==> src/rtl/goal_beat_seq_if.sv <==
`default_nettype none
// ============================================================================
//  Module      : goal_beat_seq_if
//  Description : Control/status bundle for the goal jingle beat sequencer.
//                The master raises trigger/stop; the slave (sequencer)
//                returns the beat index, busy and done.
//  Revision    : 1.0 - initial release
// ============================================================================
interface goal_beat_seq_if;
    logic       trigger;
    logic       stop;
    logic [7:0] beatnum;
    logic       busy;
    logic       done;

    modport master (
        output trigger,
        output stop,
        input  beatnum,
        input  busy,
        input  done
    );

    modport slave (
        input  trigger,
        input  stop,
        output beatnum,
        output busy,
        output done
    );
endinterface
`default_nettype wire

==> src/rtl/goal_beat_seq.sv <==
`default_nettype none
// ============================================================================
//  Module      : goal_beat_seq
//  Description : Plays a short goal jingle by stepping a beat index at a
//                fixed tempo. A trigger rising edge starts (or restarts)
//                playback, stop aborts it, done pulses at the natural end.
//  Revision    : 1.0 - initial release
// ============================================================================
module goal_beat_seq #(
    parameter int         CLK_HZ    = 100000000,
    parameter int         BEAT_HZ   = 8,
    parameter int         NUM_BEATS = 2,
    parameter logic [7:0] IDLE_BEAT = 8'd255
) (
    input  wire                  clk,
    input  wire                  rst_n,
    goal_beat_seq_if.slave       bus
);

    localparam int          c_BEAT_CYCLES = CLK_HZ / BEAT_HZ;
    localparam logic [31:0] c_LAST_TICK   = 32'(c_BEAT_CYCLES - 1);
    localparam logic [7:0]  c_LAST_BEAT   = 8'(NUM_BEATS - 1);

    localparam logic [0:0]  c_ST_IDLE = 1'b0;
    localparam logic [0:0]  c_ST_PLAY = 1'b1;

    logic [0:0]  r_state;
    logic        r_trig_q;
    logic [31:0] r_tempo;
    logic [7:0]  r_beatnum;
    logic        r_busy;
    logic        r_done;

    // Rising edge of trigger; trig_q resets high so a trigger already
    // asserted when reset releases is not mistaken for a new goal.
    wire w_rise = bus.trigger & ~r_trig_q;

    // Sequencer state, tempo counter and all registered outputs.
    always_ff @(posedge clk or negedge rst_n) begin
        if (!rst_n) begin
            r_state   <= c_ST_IDLE;
            r_trig_q  <= 1'b1;
            r_tempo   <= 32'd0;
            r_beatnum <= IDLE_BEAT;
            r_busy    <= 1'b0;
            r_done    <= 1'b0;
        end else begin
            r_trig_q <= bus.trigger;
            r_done   <= 1'b0;
            case (r_state)
                c_ST_IDLE: begin
                    r_tempo   <= 32'd0;
                    r_beatnum <= IDLE_BEAT;
                    r_busy    <= 1'b0;
                    // stop has priority: a rise seen together with stop is dropped
                    if (w_rise && !bus.stop) begin
                        r_state   <= c_ST_PLAY;
                        r_beatnum <= 8'd0;
                        r_busy    <= 1'b1;
                    end
                end
                c_ST_PLAY: begin
                    if (bus.stop) begin
                        r_state   <= c_ST_IDLE;
                        r_tempo   <= 32'd0;
                        r_beatnum <= IDLE_BEAT;
                        r_busy    <= 1'b0;
                    end else if (w_rise) begin
                        // retrigger wins even over the final beat advance
                        r_tempo   <= 32'd0;
                        r_beatnum <= 8'd0;
                    end else if (r_tempo == c_LAST_TICK) begin
                        r_tempo <= 32'd0;
                        if (r_beatnum == c_LAST_BEAT) begin
                            r_state   <= c_ST_IDLE;
                            r_beatnum <= IDLE_BEAT;
                            r_busy    <= 1'b0;
                            r_done    <= 1'b1;
                        end else begin
                            r_beatnum <= r_beatnum + 8'd1;
                        end
                    end else begin
                        r_tempo <= r_tempo + 32'd1;
                    end
                end
                default: begin
                    r_state   <= c_ST_IDLE;
                    r_tempo   <= 32'd0;
                    r_beatnum <= IDLE_BEAT;
                    r_busy    <= 1'b0;
                end
            endcase
        end
    end

    assign bus.beatnum = r_beatnum;
    assign bus.busy    = r_busy;
    assign bus.done    = r_done;

endmodule
`default_nettype wire
==> src/flat_wrapper.sv <==
// flat-port wrapper written by rule: the top's interface ports become plain ports
module goal_beat_seq_flat 
#(
    parameter int         CLK_HZ    = 100000000,
    parameter int         BEAT_HZ   = 8,
    parameter int         NUM_BEATS = 2,
    parameter logic [7:0] IDLE_BEAT = 8'd255
)
  (clk, rst_n, bus_trigger, bus_stop, bus_beatnum, bus_busy, bus_done);
  goal_beat_seq_if bus_i ();
  input  wire clk;
  input  wire rst_n;
  input wire logic [$bits(bus_i.trigger)-1:0] bus_trigger;
  input wire logic [$bits(bus_i.stop)-1:0] bus_stop;
  output wire logic [$bits(bus_i.beatnum)-1:0] bus_beatnum;
  output wire logic [$bits(bus_i.busy)-1:0] bus_busy;
  output wire logic [$bits(bus_i.done)-1:0] bus_done;
  assign bus_i.trigger = bus_trigger;
  assign bus_i.stop = bus_stop;
  assign bus_beatnum = bus_i.beatnum;
  assign bus_busy = bus_i.busy;
  assign bus_done = bus_i.done;
  goal_beat_seq #(.CLK_HZ(CLK_HZ), .BEAT_HZ(BEAT_HZ), .NUM_BEATS(NUM_BEATS), .IDLE_BEAT(IDLE_BEAT)) u_core (.clk(clk), .rst_n(rst_n), .bus(bus_i));
endmodule
==> config.mk <==
export PLATFORM = sky130hd
export DESIGN_NAME = goal_beat_seq_flat
export DESIGN_NICKNAME = d
export VERILOG_FILES = /design/src/rtl/goal_beat_seq_if.sv /design/src/rtl/goal_beat_seq.sv /design/src/flat_wrapper.sv
export SDC_FILE = /design/constraint.sdc
export NUM_CORES = 1
export LEC_CHECK = 0
export CAP_MARGIN = 10
export CELL_PAD_IN_SITES_DETAIL_PLACEMENT = 1
export CELL_PAD_IN_SITES_GLOBAL_PLACEMENT = 1
export CORE_MARGIN = 5
export CORE_UTILIZATION = 46
export DETAILED_ROUTE_END_ITERATION = 12
export PLACE_DENSITY = 0.82
export SETUP_SLACK_MARGIN = 0.05
export SYNTH_ARGS = -nofsm -noshare
export SYNTH_HDL_FRONTEND = slang
export SYNTH_SLANG_ARGS = --single-unit
==> constraint.sdc <==
create_clock -name clk -period 2.9 [get_ports clk]
set_input_delay 0.58 -clock clk [delete_from_list [all_inputs] [get_ports clk]]
set_output_delay 0.58 -clock clk [all_outputs]
set_load 0.02 [all_outputs]
* Word level (Yosys, flattened, before mapping)
Cells that the tools add are included.
** Storage, ports and cells
- Output and inout port bits :: 10
- Word-level logic and storage cells :: 46
- Bits of input ports :: 4
- Bits in registers :: 44
** Operators by class
- $add $sub $neg :: 2
- Bitwise logic cells :: 3
- Multiplexer cells :: 26
- Equal/unequal tests :: 6
- Reductions and logical operators :: 3
** Operators with widths (count)
- 32-bit 2-to-1 mux :: 3
- 32-bit case mux with 2 select lines :: 1
- 8-bit 2-to-1 mux :: 5
- 32-bit by 1-bit adder with 32-bit output (second input constant) :: 1
- 32-bit by 24-bit equality test with 1-bit output (second input constant) :: 1
- 8-bit case mux with 2 select lines :: 1
- 1-bit 2-to-1 mux :: 14
- 3-bit inequality test (second input constant) :: 3
- 8-bit by 1-bit adder with 8-bit output (second input constant) :: 1
- 8-bit by 1-bit equality test with 1-bit output (second input constant) :: 1
- 4-bit inequality test (second input constant) :: 1
- 1-bit case mux with 2 select lines :: 2
- 3-bit AND reduction :: 1
- 1-bit NOT :: 2
- 1-bit bitwise AND :: 1
- 1-bit logical AND :: 1
- 1-bit logical NOT :: 1

* Depth between registers and ports, before layout
- Depth in word-level cells :: 6
- Mapped depth :: 8
- Mapped depth without buffers :: 6

* Least setup slack after synthesis
OpenSTA, ideal clock, no wires.
- Path type :: register -> register
- Start point :: register u_core.r_tempo[0]
- End point :: register u_core.r_tempo[29]
- Setup slack :: 0.823 ns
- Buffers on the path :: 2
- Required time :: 2.770 ns
- Period minus slack after synthesis :: 2.077 ns
- Stages on the path, launching flop included :: 9
- Setup time :: 0.130 ns
- Data arrival time :: 1.947 ns
- Cells stage by stage :: dfrtp_1 ha_1 nand4_1 or4_4 nor3_4 or2_1 buf_4 buf_6 a21oi_1
** Between the ends
- Word-level cells in the longest chain between the ends :: 5
- Elaborated cells on any way between the ends :: 6
- Classes of those cells :: 1 x add/sub; 1 x eq/ne; 4 x mux
** RTL lines
- from (decl) :: line goal_beat_seq.sv:29 : logic [31:0] r_tempo;
- from (signal assigned) :: line goal_beat_seq.sv:83 : r_tempo <= r_tempo + 32'd1;
- 32-bit by 1-bit adder with 32-bit output or 32-bit by 24-bit equality test with 1-bit output (tied branches) :: line goal_beat_seq.sv:83, goal_beat_seq.sv:72
- 32-bit 2-to-1 mux * :: line goal_beat_seq.sv:72 : end else if (r_tempo == c_LAST_TICK) begin
- 32-bit 2-to-1 mux * :: line goal_beat_seq.sv:68 : end else if (w_rise) begin
- 32-bit 2-to-1 mux * :: line goal_beat_seq.sv:63 : if (bus.stop) begin
- 32-bit case mux with 2 select lines * :: line goal_beat_seq.sv:50 : case (r_state)
Every way passes the cells marked *; elsewhere a longest branch is shown, timed or not.
A chain may end at the register's enable or synchronous reset.

* Worst setup path after layout
- Start point :: register u_core.r_tempo[0]
- End point :: register u_core.r_beatnum[0] (netlist: u_core.bus.beatnum[0])
** Between the ends
- Word-level cells in the longest chain between the ends :: 2
** RTL lines
- 32-bit by 24-bit equality test with 1-bit output :: line goal_beat_seq.sv:72
- 4-bit inequality test (no source line)
- to (signal assigned) :: line goal_beat_seq.sv:80 : r_beatnum <= r_beatnum + 8'd1;
- to (decl) :: line goal_beat_seq.sv:30 : logic [7:0] r_beatnum;
Every way passes these cells.

==> flow_summary_export.csv <==
group,metric,value,unit
timing,rsz0062_at_grt,"no",
drt,antenna_left,0,
drt,drc,0,
clock_network,holdBufCountCts,0,
timing,fin_skew,0.00905,ns
timing,period_share,0.828,
floorplanning,die_h,82.3,um
worst_setup_path,crit_type,"reg2reg",
clock_network,tritoncts,"done",
clock_network,cts_setup_buffers,0,
synth,synth_area_leader_cell,"dfrtp_1",
global_route,use_met2,0.349,
global_route,grt_first_pass_wirelength,10100,um
synth,synth_seq_cells,44,
synth,synth_ff_type,"dfrtp_1",
global_route,grt_pass1_vias,2056,
placement,place_ws,0.483,ns
worst_setup_path,required,3.13,ns
synth,yosysUniqueCellTypes,47,
clock_network,root_buffer,"clkbuf_8",
worst_setup_path,cp-end-kind,"register",
timing,hold_slack,0.430,ns
global_route,top_usage_layer,"met2",
power_and_ir_drop,powerDensity,456,mW/mm2
floorplanning,io-pin-count,14,
power_and_ir_drop,vdd_drop_max,0.259,mV
timing,period_needed,2.40,ns
power_and_ir_drop,p_leak,1.02,nW
clock_network,cts.sinks,44,
synth,synth_edf_count,0,
run_status,status,"complete, no violations",
worst_setup_path,start_kind,"register",
timing,slew_headroom,0.371,
drt,drt-initial-drc-count,113,
drt,vias,1944,
floorplanning,start_util,0.471,
placement,portBuffers,13,
worst_setup_path,worstPathMaxFanout,23,
global_route,grtUsageMet1,0.246,
global_route,grt_antenna_before_repair,0,
finish,fillers,600,
synth,syn_inst,248,
flow_run,maxCapViolCount,0,
finish,area_growth,11.9,%
synth,netlist_area,0.00241,mm2
drt,wl,5880,um
placement,dp_hpwl,4290,um
synth,ys.warnings.count,0,
timing,fmax,416,MHz
global_route,globalRouteMet3Util,0.0358,
timing,fin_ws,0.498,ns
global_route,grt_max_degree,45,
clock_network,htree_levels,2,
worst_hold_path,min_path_type,"in2async",
drt,routedWlPerCell,17.4,um
worst_setup_path,arrival,2.63,ns
placement,gp_congestion,0.916,
finish,multi_input_area,0.00122,mm2
floorplanning,core_area,0.00511,mm2
clock_network,clk_path_buf_depth,2,
drt,viasPerCell,5.75,
finish,nNetsFinal,274,
timing,tightest_slew,0.944,ns
synth,synth-async-reset-ratio,1.00,
floorplanning,row_count,26,
finish,n_antenna_cell,0,
timing,final.setup.tns,0,ns
timing,slew_viol_final,0,
timing,setup_viol,0,
clock_network,insertion_delay,0.29,ns
timing,hold_viol,0,
synth,synthTopCellsByArea,"dfrtp_1 36%, dfstp_2 9.8%, xor2_1 6.2%",
finish,regArea,0.00111,mm2
synth,yosys.area.top_type_share,0.364,
clock_network,cts_buffers,5,
synth,yosysSeqAreaShare,0.462,
floorplanning,dieArea,0.00678,mm2
drt,drtPass1Iterations,4,
clock_network,ctsResizeCount,0,
clock_network,path_clk_slew,0.08,ns
global_route,grt-ovfl-total,0,
global_route,groute.usage.overall,0.198,
floorplanning,die_w,82.3,um
synth,syn_avg_cell_area,9.70,um2
finish,drive_gt1_frac,0.127,
synth,syn_nets,255,
path summary, 6_finish.rpt:
| kind | start | end | slack, ns | depth (start not counted) |
|---|---|---|---|---|
| min reg2reg | u_core.r_tempo[0] | u_core.r_tempo[0] | 0.49 | 1 |
| max | u_core.r_tempo[0] | u_core.bus.beatnum[0] | 0.50 | 7 |
| max in group asynchronous | rst_n | u_core.bus.done | 1.88 | 1 |
| min in group clk | u_core.r_tempo[0] | u_core.r_tempo[0] | 0.49 | 1 |
| min | rst_n | u_core.r_tempo[19] | 0.43 | 1 |
| max reg2reg | u_core.r_tempo[0] | u_core.bus.beatnum[0] | 0.50 | 7 |
cell usage in the layout, fill, tap and decap left out, types with 5 or more instances in the layout:
cell             netlist  routed
nor2_1                39      39
dfrtp_1               35      35
xor2_1                17      17
nand2_1               16      16
nand3_1               16      16
nand4_1               14      14
nor3_1                12      12
clkdlybuf4s50_1        0      12
xnor2_1               10      10
dfstp_2                9       9
and3_1                 8       8
nor4_1                 8       8
inv_1                  6       6
buf_4                  1       6
clkbuf_8               0       5
cells in the mapped netlist (all sizes together) (3+ instances only):
cell    instances
nor3           13
nor4           11
nand2b          3
nor2           39
dfstp           9
o31ai           4
nand2          16
a31oi           4
inv             6
dfrtp          35
buf             5
xor2           17
and3            8
ha              3
and2            3
or4             3
xnor2          10
a21oi           3
nand3          18
nand4          14
flip-flops by register name, summed over array words and instances (netlist names):
name	count
u_core.bus.beatnum	8
u_core.bus.done	1
u_core.r_state	1
u_core.r_tempo	32
u_core.bus.busy	1
u_core.r_trig_q	1
critical path, cell delays in order, from the launching register on:
cell and delay (ns):
dfrtp_1 0.39, ha_1 0.23, nand4_1 0.15, or4_4 0.49, nor3_4 0.28, or2_1 0.18
buf_4 0.26, mux2_2 0.37
final cells by class:
| class | count | area share |
|---|---|---|
| clock buffers | 7 | 0.0284 |
| clock inverters | 1 | 0.00186 |
| inverters | 6 | 0.00837 |
| multi-input cells | 191 | 0.452 |
| flip-flops and latches | 44 | 0.413 |
| well taps | 70 | 0.0325 |
| repair buffers | 19 | 0.0632 |
metrics by stage:
| step | cell area (um2) | std cells | power [mW] | utilization |
|---|---|---|---|---|
| after floorplan | 2410 | 248 | 0.789 | - |
| after global placement | 2610 | 330 | 0.865 | 0.511 |
| after detailed placement | 2610 | 330 | 0.871 | 0.511 |
| after CTS | 2690 | 338 | 1.24 | 0.527 |
| after global routing | 2690 | 338 | 1.29 | 0.527 |
| final | 2690 | 338 | 1.23 | 0.527 |
metal layers:
layer | vias up | wire, um | share of wire
li1 | 929 | - | -
met1 | 979 | 2630 | 0.45
met2 | 31 | 2980 | 0.51
met3 | 5 | 197 | 0.034
met4 | 0 | 70 | 0.012
met5 | - | 0 | 0
kinds of logic (layout without fill, tap and decap cells):
| group | after synthesis | in the layout | synth area share |
|---|---|---|---|
| adders and majority gates | 3 | 3 | 0.0156 |
| and+or+nand+nor | 134 | 134 | 0.306 |
| muxes | 1 | 1 | 0.00468 |
| xor gates and xnor gates | 27 | 27 | 0.0983 |
| buffers and inverters | 13 | 33 | 0.0317 |
| AOI/OAI and AO/OA | 26 | 26 | 0.0811 |
| DFF | 44 | 44 | 0.462 |
where the power goes:
group | total, mW | switching (mW) | internal [mW]
Sequential | 0.693 | 0.0401 | 0.653
Clock | 0.369 | 0.200 | 0.169
Combinational | 0.165 | 0.0902 | 0.0752
Total | 1.23 | 0.330 | 0.897
Power figures use the tool's default switching activity.
